**config.mk**
```make
export PLATFORM = sky130hd
export DESIGN_NAME = ram_fifo_cfg
export DESIGN_NICKNAME = d
export VERILOG_FILES = /design/src/rtl/ram_fifo_cfg.sv
export SDC_FILE = /design/constraint.sdc
export NUM_CORES = 1
export LEC_CHECK = 0
export ABC_AREA = 1
export BUFFER_PORTS_ARGS = -buffer_cell sky130_fd_sc_hd__buf_2
export CORE_MARGIN = 4
export CORE_UTILIZATION = 55
export CTS_CLUSTER_SIZE = 28
export DETAILED_ROUTE_END_ITERATION = 10
export GPL_TIMING_DRIVEN = 0
export PLACE_DENSITY_LB_ADDON = 0.12
export REMOVE_ABC_BUFFERS = 1
export SETUP_SLACK_MARGIN = 0.1
export SLEW_MARGIN = 20
export SYNTH_ARGS = -nofsm -noshare
export SYNTH_HDL_FRONTEND = slang
export SYNTH_SLANG_ARGS = --single-unit
```
**constraint.sdc**
```tcl
create_clock -name clk_sys -period 8.4 [get_ports clk_sys]
set_input_delay 1.68 -clock clk_sys [delete_from_list [all_inputs] [get_ports clk_sys]]
set_output_delay 1.68 -clock clk_sys [all_outputs]
set_load 0.02 [all_outputs]
```
**src/rtl/ram_fifo_cfg.sv**
```systemverilog
// ---------------------------------------------------------------------------
// ram_fifo_cfg
// Parametrised single-clock FIFO buffering words between bus-side writers and
// peripheral-side readers. Offers an exact occupancy count, programmable
// almost-full / almost-empty thresholds, standard or first-word-fall-through
// read mode, sticky overflow / underflow flags and a synchronous flush.
//
// Ports
//   clk_sys         system clock, all logic on the rising edge
//   rst_sys         synchronous active-high reset (priority over flush_i)
//   flush_i         synchronous clear of pointers, count, flags and read data
//   write_enable_i  push request
//   data_in         push data
//   read_enable_i   pop request
//   data_out        read data (registered in standard mode, head word in FWFT)
//   rx_ack_o        high in the cycle after each accepted pop
//   empty_o         count == 0
//   full_o          count == DEPTH
//   almost_empty_o  count <= AEMPTY_TH
//   almost_full_o   count >= AFULL_TH
//   count_o         current occupancy
//   overflow_o      sticky: a push was rejected while full
//   underflow_o     sticky: a pop was rejected while empty
// ---------------------------------------------------------------------------
module ram_fifo_cfg #(
   parameter int WIDTH     = 32,
   parameter int DEPTH     = 16,
   parameter int FWFT      = 0,
   parameter int AFULL_TH  = DEPTH - 2,
   parameter int AEMPTY_TH = 2
) (
   input  logic                         clk_sys,
   input  logic                         rst_sys,
   input  logic                         flush_i,
   input  logic                         write_enable_i,
   input  logic [WIDTH-1:0]             data_in,
   input  logic                         read_enable_i,
   output logic [WIDTH-1:0]             data_out,
   output logic                         rx_ack_o,
   output logic                         empty_o,
   output logic                         full_o,
   output logic                         almost_empty_o,
   output logic                         almost_full_o,
   output logic [$clog2(DEPTH+1)-1:0]   count_o,
   output logic                         overflow_o,
   output logic                         underflow_o
);

   localparam int PW = (DEPTH > 1) ? $clog2(DEPTH) : 1;
   localparam int CW = $clog2(DEPTH + 1);

   logic [WIDTH-1:0] r_mem [DEPTH];
   logic [PW-1:0]    r_writePtr;
   logic [PW-1:0]    r_readPtr;
   logic [CW-1:0]    r_count;
   logic             r_ack;
   logic             r_overflow;
   logic             r_underflow;

   logic             w_empty;
   logic             w_full;
   logic             w_popAccept;
   logic             w_pushAccept;
   logic             w_live;
   logic             w_doPop;
   logic             w_doPush;

   // Pointers wrap explicitly so that a non-power-of-two DEPTH works.
   function automatic logic [PW-1:0] nextPtr(input logic [PW-1:0] ptr);
      if (ptr == PW'(DEPTH - 1)) begin
         return '0;
      end
      return ptr + PW'(1);
   endfunction

   // Acceptance is judged on the registered count, so a push into an empty
   // FIFO cannot be popped in the same cycle, while a push into a full FIFO
   // succeeds when a pop frees a slot at the same edge. Reset and flush
   // drop any request in their cycle.
   always_comb begin
      w_empty      = (r_count == '0);
      w_full       = (r_count == CW'(DEPTH));
      w_popAccept  = read_enable_i && !w_empty;
      w_pushAccept = write_enable_i && (!w_full || w_popAccept);
      w_live       = !rst_sys && !flush_i;
      w_doPop      = w_live && w_popAccept;
      w_doPush     = w_live && w_pushAccept;
   end

   // Storage array; contents survive reset and flush, only pointers move.
   always_ff @(posedge clk_sys) begin
      if (w_doPush) begin
         r_mem[r_writePtr] <= data_in;
      end
   end

   // Pointers, occupancy, acknowledge and sticky error flags.
   always_ff @(posedge clk_sys) begin
      if (rst_sys || flush_i) begin
         r_writePtr  <= '0;
         r_readPtr   <= '0;
         r_count     <= '0;
         r_ack       <= 1'b0;
         r_overflow  <= 1'b0;
         r_underflow <= 1'b0;
      end else begin
         r_ack <= w_popAccept;
         if (w_pushAccept) begin
            r_writePtr <= nextPtr(r_writePtr);
         end
         if (w_popAccept) begin
            r_readPtr <= nextPtr(r_readPtr);
         end
         case ({w_pushAccept, w_popAccept})
            2'b10:   r_count <= r_count + CW'(1);
            2'b01:   r_count <= r_count - CW'(1);
            default: r_count <= r_count;
         endcase
         if (write_enable_i && !w_pushAccept) begin
            r_overflow <= 1'b1;
         end
         if (read_enable_i && !w_popAccept) begin
            r_underflow <= 1'b1;
         end
      end
   end

   generate
      if (FWFT == 0) begin : gen_std
         logic [WIDTH-1:0] r_dataOut;

         // Standard mode: the head word is captured at the pop edge and
         // held until the next accepted pop.
         always_ff @(posedge clk_sys) begin
            if (rst_sys || flush_i) begin
               r_dataOut <= '0;
            end else if (w_popAccept) begin
               r_dataOut <= r_mem[r_readPtr];
            end
         end

         assign data_out = r_dataOut;
      end else begin : gen_fwft
         // FWFT mode: the head word is presented directly; forced to zero
         // while empty so stale storage never leaks out.
         always_comb begin
            data_out = '0;
            if (!w_empty) begin
               data_out = r_mem[r_readPtr];
            end
         end
      end
   endgenerate

   always_comb begin
      rx_ack_o       = r_ack;
      empty_o        = w_empty;
      full_o         = w_full;
      almost_empty_o = (r_count <= CW'(AEMPTY_TH));
      almost_full_o  = (r_count >= CW'(AFULL_TH));
      count_o        = r_count;
      overflow_o     = r_overflow;
      underflow_o    = r_underflow;
   end

endmodule

```
==> results.json, run 1 <==
{
  "grt_pass1_vias": 15110,
  "syn_to_final_growth_pct": 15.69,
  "worst_slack_ns": 4.243,
  "yosysSeqAreaShare": 0.6826,
  "internal-power_uw": 4746,
  "io_buffers": 80,
  "hold_buffers": 0,
  "vias": 15600,
  "overflow": 0,
  "cts_num_sinks": 560,
  "syn_inst": 2282,
  "core_um2": 43080,
  "crit_path_cell_trace": "buf_2 > nor2_1 > inv_2 > nor2_1 > nand2_1 > nor2_4 > buf_16 > buf_8",
  "period_minus_slack_ns": 4.157,
  "placed_cells": 2874,
  "hpwl_um": 31450,
  "powerDensity_nw_per_um2": 217.8,
  "crit_type": "in2reg",
  "ys_types": 30,
  "cpPeakStageDelay_ns": 0.66,
  "drive_above_1_share": 0.1047,
  "r2r-start": "count_o[1]$_SDFFE_PP0P_",
  "wl_um": 55350,
  "layout.cells.non_filler": 2983,
  "hold_violations": 0,
  "required_ns": 8.71,
  "via_per_inst": 5.229,
  "min_period_over_period": 0.4949,
  "drc": 0,
  "cp_slowest_cell": "nor2_4",
  "hold_end": "underflow_o$_SDFFE_PP0P_",
  "yosys-top-cells-area": "edfxtp_1 (64%), nand3_1 (8.9%), nand2_1 (8.4%), inv_1 (6.3%), dfxtp_1 (4.0%)",
  "post_cts_buffers": 0,
  "boundaryPins": 81,
  "hold_ws_ns": 0.4799,
  "wl_per_cell_um": 18.55,
  "crit_path_max_fanout": 20,
  "finalSetupViolCount": 0,
  "num_rows": 76,
  "root_buffer": "clkbuf_16",
  "cp.arrival_ns": 4.47,
  "dp_slack_ns": 3.603,
  "outcome": "complete, no violations",
  "worst-path-buf-inv": 4,
  "slew_headroom": 0.4652,
  "fp.dieArea_um2": 46910,
  "hp-class": "reg2reg",
  "hold_depth": 2,
  "ys_warn_count": 0,
  "cts_tree": "yes",
  "final_util": 0.6427,
  "swShare": 0.2128,
  "start_kind": "input port",
  "rrSetupSlack_ns": 5.75,
  "cts_made_buffers": 57,
  "worst_pin_slew_ns": 0.8003,
  "maxCapViolCount": 0,
  "postSynthAreaPerCell_um2": 10.49,
  "grt_use_total": 0.2354,
  "rsz0062_at_grt": "false",
  "ctsResizeCount": 0,
  "clkPwrFrac": 0.433,
  "stdcell_area_um2": 27690,
  "start_util": 0.5555,
  "vdd_drop_max_uv": 158.5,
  "yosysTopAreaCell": "edfxtp_1",
  "die_x_um": 216.6,
  "p_comb_frac": 0.057,
  "fillers": 3237,
  "placed_cell_area_um2": 25730,
  "clkTransAtPathRegs_ns": 0.06,
  "ys_seq_elements": 560,
  "worstHoldStart": "underflow_o$_SDFFE_PP0P_",
  "p_sw_uw": 1283,
  "synth_top_area_frac": 0.6425,
  "drt_first_pass_iters": 6,
  "end_kind": "flop",
  "netlist_area_um2": 23930,
  "antenna_found_initial": 3,
  "clock_latency_ns": 0.61,
  "die_h_um": 216.6,
  "drt_iter0_drc": 1219,
  "skew_ns": 0.01389,
  "cts_max_level": 2,
  "grt_max_degree": 103,
  "reg2reg_depth": 8,
  "crit_top_cell": "nor2_1",
  "p_leak_uw": 0.01132,
  "grt_pass1_wl_um": 84970,
  "ant_nets": 0,
  "maxSlewViolCount": 0,
  "layout.nets": 2394,
  "cts.path.max_buffers": 3,
  "path_delay_family": "simple AND/OR/NAND/NOR gates",
  "fmax_ghz": 0.2406,
  "r2r-end": "r_mem[13][9]$_DFFE_PP_",
  "seqPwrFrac": 0.510,
  "gp_congestion": 0.7258
}
## through the flow
| stage | TNS [ns] | power (uW) |
|---|---|---|
| final | 0 | 6029 |
| after global placement | -351.61 | 3491 |
| after global routing | 0 | 6225 |
| after CTS | 0 | 6069 |
| after detailed placement | 0 | 3475 |
| after floorplan | -55.34 | 3355 |
## layout by cell type, fill, tap and decap left out, types with 13 or more instances in the layout
master	n
clkbuf_16	59
nand2_1	536
inv_1	400
dfxtp_1	44
buf_16	30
o211ai_1	33
edfxtp_1	512
or2_1	54
nand3_1	424
buf_12	13
nor2_4	16
clkbuf_1	18
buf_2	80
nor2_1	83
## cell families (layout without fill, tap and decap cells)
| kind of cell | count (synthesis) | count (layout) | synth area share |
|---|---|---|---|
| buffers and inverters | 525 | 640 | 0.08878 |
| adders and majority gates | 9 | 9 | 0.005020 |
| AOI/OAI and AO/OA | 52 | 52 | 0.01438 |
| other | 0 | 1 | 0 |
| xor gates and xnor gates | 4 | 4 | 0.001464 |
| DFF | 560 | 560 | 0.6826 |
| and+or+nand+nor | 1132 | 1132 | 0.2077 |
## power by group through the flow
stage               logic, uW  registers [uW]  clock network [uW]
CTS                       343            3080                2650
detailed placement        341            3130                   0
global placement          326            3170                   0
floorplan                 192            3160                   0
global route              380            3080                2770
finish                    341            3080                2610
## registers in the layout (all words and copies together), names as in the netlist
signal	flops
rx_ack_o	1
overflow_o	1
r_mem	512
r_writePtr	4
data_out	32
count_o	5
underflow_o	1
r_readPtr	4
## worst max-delay path by stage
stage | start | endpoint | slack, ns | cells after the start
after global placement | r_readPtr[0]$_SDFFE_PP0P_ | data_out[5]$_SDFFE_PP0P_ | -10.28 | 8
after detailed placement | flush_i | r_mem[13][25]$_DFFE_PP_ | 3.60 | 8
final | flush_i | r_mem[13][9]$_DFFE_PP_ | 4.24 | 8
after CTS | flush_i | r_mem[13][16]$_DFFE_PP_ | 4.26 | 8
after floorplan | r_readPtr[0]$_SDFFE_PP0P_ | data_out[0]$_SDFFE_PP0P_ | -1.64 | 9
after global routing | flush_i | r_mem[12][16]$_DFFE_PP_ | 4.05 | 8
## per-layer routing
metal	track usage	vias to the layer above	wire length (um)
met5	0	-	21
met1	0.3161	7426	23580
li1	-	7592	-
met3	0.04234	123	3442
met4	0.07318	4	1443
met2	0.3949	454	26860
## cells in the mapped netlist
cell	instances
inv_2	4
o211ai_1	33
clkbuf_1	37
or2_2	10
buf_4	15
buf_2	45
nor3b_1	1
nand2_1	536
buf_6	5
nor3_1	2
xnor2_1	1
a21oi_1	10
ha_1	8
inv_1	404
nand3_2	1
buf_1	12
fa_1	1
nor2_2	2
nand3_1	424
a31oi_1	1
o21ai_0	8
xor2_1	3
dfxtp_1	48
edfxtp_1	512
nand3b_1	1
or2_1	54
clkbuf_2	3
nand2_4	1
nand4_1	1
nor2_1	99
## worst min-delay path: cells and delay by family (launching register included)
family	cells	cell delay, ns
simple gates	1	0.07
compound gates	1	0.05
flops	1	0.33
## cell type report
cell class	count	area [um^2]	share of cell area
clock buffer	86	1668	0.06024
sequential	560	16350	0.5906
clock inverter	22	289.0	0.01044
antenna	1	2.502	0.00009039
tap	585	732.0	0.02644
inverter	408	1551	0.05604
multi-input combinational	1197	5590	0.2019
timing repair buffer	124	1501	0.05423
Power figures use the tool's default switching activity.
==> inputs of run 2 (changes only) <==
==> constraint.sdc (replaced) <==
create_clock -name clk_sys -period 3.3 [get_ports clk_sys]
set_input_delay 0.66 -clock clk_sys [delete_from_list [all_inputs] [get_ports clk_sys]]
set_output_delay 0.66 -clock clk_sys [all_outputs]
set_load 0.02 [all_outputs]
==> results.json, run 2 (synthesized netlist as in run 1, its figures left out) <==
{
  "largest_reg_flops": 512,
  "ant_nets": 0,
  "crit_path_cell_trace": "buf_2 > nor2_1 > inv_2 > nor2_1 > nand2_1 > nor2_4 > buf_16 > buf_16",
  "cts_max_level": 2,
  "boundaryPins": 81,
  "die_x_um": 216.6,
  "fillers": 3230,
  "ctsResizeCount": 0,
  "vias": 15650,
  "final_cell_mix": "nand2_1 (536), edfxtp_1 (512), nand3_1 (424)",
  "p_comb_frac": 0.057,
  "internal-power_uw": 12080,
  "clkTransAtPathRegs_ns": 0.06,
  "drive_above_1_share": 0.1069,
  "hold_end": "overflow_o$_SDFFE_PP0P_",
  "final_common_cell": "nand2_1",
  "multi_input_area_um2": 5590,
  "cp_slowest_cell": "nor2_1",
  "crit_path_max_fanout": 20,
  "start_util": 0.5555,
  "worst_pin_slew_ns": 0.7865,
  "finalSetupViolCount": 0,
  "hold_violations": 0,
  "grt_pass1_wl_um": 84970,
  "rrSetupSlack_ns": 0.71,
  "worstHoldStart": "write_enable_i",
  "fmax_ghz": 0.3386,
  "min_period_over_period": 0.8949,
  "grt_pass1_vias": 15110,
  "cts_num_sinks": 560,
  "worst_slack_ns": 0.3467,
  "crit_type": "in2reg",
  "clock_latency_ns": 0.61,
  "start_kind": "input port",
  "dp_slack_ns": -0.4772,
  "required_ns": 3.61,
  "root_buffer": "clkbuf_16",
  "r2r-start": "count_o[1]$_SDFFE_PP0P_",
  "wl_um": 55370,
  "via_per_inst": 5.237,
  "cts_tree": "yes",
  "regArea_um2": 16350,
  "cts_made_buffers": 57,
  "drc": 0,
  "skew_ns": 0.01551,
  "placed_cell_area_um2": 25730,
  "antenna_found_initial": 3,
  "finalPower_uw": 15340,
  "hpwl_um": 31450,
  "core_um2": 43080,
  "rsz0062_at_grt": "false",
  "gp_congestion": 0.7258,
  "num_rows": 76,
  "reg2reg_depth": 8,
  "io_buffers": 80,
  "path_delay_family": "simple AND/OR/NAND/NOR gates",
  "fp.dieArea_um2": 46910,
  "maxSlewViolCount": 0,
  "maxCapViolCount": 0,
  "worst-path-buf-inv": 4,
  "hold_depth": 3,
  "grt_max_degree": 103,
  "syn_to_final_growth_pct": 15.88,
  "hold_buffers": 0,
  "wl_per_cell_um": 18.53,
  "vdd_drop_max_uv": 386.6,
  "grt_use_total": 0.2354,
  "end_kind": "flop",
  "hold_ws_ns": 0.3632,
  "r2r-end": "r_mem[15][6]$_DFFE_PP_",
  "p_sw_uw": 3257,
  "drt_iter0_drc": 1121,
  "overflow": 0,
  "cp.arrival_ns": 3.26,
  "drt_first_pass_iters": 5,
  "period_minus_slack_ns": 2.953,
  "outcome": "complete, no violations",
  "seqPwrFrac": 0.510,
  "largest-register": "r_mem",
  "layout.nets": 2400,
  "stdcell_area_um2": 27730,
  "swShare": 0.2124,
  "setup_tns_ns": 0,
  "die_h_um": 216.6,
  "cpPeakStageDelay_ns": 0.60,
  "hp-class": "in2reg",
  "clkPwrFrac": 0.433,
  "powerDensity_nw_per_um2": 553.1,
  "p_leak_uw": 0.01136,
  "cts.path.max_buffers": 3,
  "slew_headroom": 0.4745
}
-- run 2: worst max path at each step --
| stage | start | endpoint | slack [ns] | cells past startpoint |
|---|---|---|---|---|
| after floorplan | r_readPtr[0]$_SDFFE_PP0P_ | data_out[0]$_SDFFE_PP0P_ | -6.74 | 9 |
| after global placement | r_readPtr[0]$_SDFFE_PP0P_ | data_out[5]$_SDFFE_PP0P_ | -15.38 | 8 |
| after detailed placement | flush_i | r_mem[13][30]$_DFFE_PP_ | -0.48 | 8 |
| after CTS | flush_i | r_mem[13][16]$_DFFE_PP_ | 0.18 | 8 |
| after global routing | flush_i | r_mem[8][1]$_DFFE_PP_ | 0.17 | 8 |
| final | flush_i | r_mem[8][7]$_DFFE_PP_ | 0.35 | 8 |
-- run 2: power by group through the flow --
stage	combinational (uW)	clock (uW)	sequential, uW
CTS	874	6750	7830
floorplan	488	0	8050
detailed placement	868	0	7980
global route	967	7050	7830
finish	867	6640	7830
global placement	830	0	8060
-- run 2: timing repair --
action	in CTS	in global routing
endpoints found under the setup margin	0	37
buffers inserted	0	6
hold endpoints to repair	0	0
-- run 2: worst reg2reg max path: stages (launching register included) --
cell and delay, ns:
dfxtp_1 0.46, nor2_2 0.09, nand4_1 0.07, nand2_1 0.16, nor2_1 0.17, nand2_1 0.25
nor2_4 0.69, buf_16 0.24, buf_16 0.16
-- run 2: area by class of cell --
| cell class | count | area share |
|---|---|---|
| Sequential cell | 560 | 0.5896 |
| Multi-Input combinational cell | 1197 | 0.2016 |
| Clock buffer | 86 | 0.06015 |
| Inverter | 408 | 0.05595 |
| Timing Repair Buffer | 130 | 0.05577 |
| Tap cell | 585 | 0.02640 |
| Clock inverter | 22 | 0.01042 |
| Antenna cell | 1 | 0.00009024 |
-- run 2: metrics by stage --
| step | cells | util |
|---|---|---|
| 3_3_place_gp | 2830 | 0.5681 |
| 4_1_cts | 2982 | 0.6426 |
| 6_report | 2989 | 0.6437 |
| 2_1_floorplan | 2165 | - |
| 3_5_place_dp | 2874 | 0.5972 |
| 5_1_grt | 2988 | 0.6437 |
-- run 2: routing by layer --
metal  vias to the layer above  track usage  wire (um)
li1                       7609            -          -
met1                      7482       0.3161      23620
met2                       449       0.3949      26950
met3                       110      0.04234       3442
met4                         4      0.07318       1343
met5                         -            0         21
==> inputs of run 3 (changes only) <==
--- a/config.mk
+++ b/config.mk
@@ -13,6 +13,7 @@
 export DETAILED_ROUTE_END_ITERATION = 10
 export GPL_TIMING_DRIVEN = 0
 export PLACE_DENSITY_LB_ADDON = 0.12
+export RECOVER_POWER = 50
 export REMOVE_ABC_BUFFERS = 1
 export SETUP_SLACK_MARGIN = 0.1
 export SLEW_MARGIN = 20
==> results.json, run 3 (synthesized netlist as in run 1, its figures left out) <==
{
  "start_util": 0.5555,
  "cts_num_sinks": 560,
  "reg2reg_depth": 9,
  "gp_congestion": 0.7258,
  "worst_slack_ns": 0.3691,
  "r2r-end": "data_out[26]$_SDFFE_PP0P_",
  "drive_above_1_share": 0.07740,
  "antenna_found_initial": 3,
  "cts.path.max_buffers": 3,
  "worstHoldStart": "read_enable_i",
  "largest-register": "r_mem",
  "vias": 15650,
  "outcome": "complete, no violations",
  "final_cell_mix": "nand2_1 (536), edfxtp_1 (512), nand3_1 (424)",
  "cts_max_level": 2,
  "fp.dieArea_um2": 46910,
  "rsz0062_at_grt": "false",
  "hold_violations": 0,
  "die_x_um": 216.6,
  "hold_ws_ns": 0.3607,
  "crit_top_cell": "nor2_1",
  "io_buffers": 80,
  "start_kind": "input port",
  "dp_slack_ns": -0.4772,
  "overflow": 0,
  "via_per_inst": 5.236,
  "clkTransAtPathRegs_ns": 0.06,
  "cts_made_buffers": 57,
  "wl_um": 55480,
  "slew_headroom": 0.1038,
  "cts_tree": "yes",
  "clock_latency_ns": 0.61,
  "skew_ns": 0.01201,
  "crit_path_cell_trace": "buf_2 > nor2_1 > inv_2 > nor2_1 > nand2_1 > nor2_4 > buf_12 > buf_16",
  "grt_max_degree": 103,
  "required_ns": 3.62,
  "grt_pass1_wl_um": 84970,
  "finalPower_uw": 15320,
  "hpwl_um": 31450,
  "r2r-start": "r_readPtr[1]$_SDFFE_PP0P_",
  "root_buffer": "clkbuf_16",
  "fmax_ghz": 0.3412,
  "wl_per_cell_um": 18.56,
  "regArea_um2": 16350,
  "grt_use_total": 0.2354,
  "vdd_drop_max_uv": 385.9,
  "crit_type": "in2reg",
  "cp_slowest_cell": "nor2_1",
  "hold_end": "underflow_o$_SDFFE_PP0P_",
  "p_leak_uw": 0.01111,
  "rrSetupSlack_ns": 0.47,
  "period_minus_slack_ns": 2.931,
  "ctsResizeCount": 0,
  "finalSetupViolCount": 0,
  "ant_nets": 0,
  "die_h_um": 216.6,
  "final_common_cell": "nand2_1",
  "drc": 0,
  "num_rows": 76,
  "worst_pin_slew_ns": 1.344,
  "drt_first_pass_iters": 7,
  "layout.nets": 2400,
  "powerDensity_nw_per_um2": 554.5,
  "cpPeakStageDelay_ns": 0.60,
  "fillers": 3259,
  "maxSlewViolCount": 0,
  "hp-class": "in2reg",
  "drt_iter0_drc": 1178,
  "crit_path_max_fanout": 20,
  "largest_reg_flops": 512,
  "syn_to_final_growth_pct": 15.47,
  "hold_depth": 3,
  "cp.arrival_ns": 3.25,
  "maxCapViolCount": 0,
  "multi_input_area_um2": 5588,
  "min_period_over_period": 0.8882,
  "core_um2": 43080,
  "grt_pass1_vias": 15110,
  "boundaryPins": 81,
  "end_kind": "flop"
}
[run 3: changes by cell type in the layout (fill, tap and decap cells not counted)]
cell | previous run | this run
nor2_2 | 2 | 1
dfxtp_4 | 4 | 3
buf_2 | 80 | 11
buf_12 | 13 | 12
nor2_1 | 83 | 84
dlymetal6s4s_1 | 0 | 1
dfxtp_2 | 0 | 1
clkbuf_1 | 18 | 87
[run 3: cell type report]
| type | instances | area share |
|---|---|---|
| tap | 585 | 0.02649 |
| inverter | 408 | 0.05615 |
| timing repair buffer | 130 | 0.05257 |
| multi-input combinational | 1197 | 0.2022 |
| antenna | 1 | 0.00009056 |
| sequential | 560 | 0.5917 |
| clock inverter | 22 | 0.01046 |
| clock buffer | 86 | 0.06036 |
[run 3: worst max-delay path by stage]
stage                                         start                       end  slack, ns  cells after the start
final                                       flush_i   r_mem[14][25]$_DFFE_PP_       0.37                      8
after global routing                        flush_i     r_mem[8][1]$_DFFE_PP_       0.18                      8
after CTS                                   flush_i   r_mem[13][16]$_DFFE_PP_       0.18                      8
after detailed placement                    flush_i   r_mem[13][30]$_DFFE_PP_      -0.48                      8
after global placement    r_readPtr[0]$_SDFFE_PP0P_  data_out[5]$_SDFFE_PP0P_     -15.38                      8
after floorplan           r_readPtr[0]$_SDFFE_PP0P_  data_out[0]$_SDFFE_PP0P_      -6.74                      9
[run 3: repair_timing]
action,CTS,global route
buffers inserted,0,6
hold buffers,0,0
setup endpoints to repair,0,37
[run 3: power breakdown]
part / leakage, uW / total (uW) / internal [uW] / switching (uW)
clock network: 0.000956 / 6640 / 4020 / 2610
registers: 0.00500 / 7830 / 7780 / 48.7
logic: 0.00515 / 853 / 260 / 593
[run 3: per-stage QoR]
step                std cells    util  cell area (um^2)  setup TNS, ns
CTS                      2982  0.6426             27680              0
global route             2988  0.6414             27630              0
global placement         2830  0.5681             24470       -2077.09
detailed placement       2874  0.5972             25730         -53.22
finish                   2989  0.6415             27630              0
floorplan                2165       -             23340        -377.14
[run 3: worst max-delay path, delay by kind of cell]
family | cells | cell delay [ns]
buffers and inverters | 4 | 0.93
AND/OR/NAND/NOR | 4 | 1.63
[run 3: routing by layer]
layer | wire length, um | share of wire | vias up | track usage
li1 | - | - | 7601 | -
met1 | 23590 | 0.43 | 7465 | 0.3161
met2 | 26970 | 0.49 | 473 | 0.3949
met3 | 3589 | 0.065 | 106 | 0.04234
met4 | 1299 | 0.023 | 4 | 0.07318
met5 | 31 | 0.00056 | - | 0
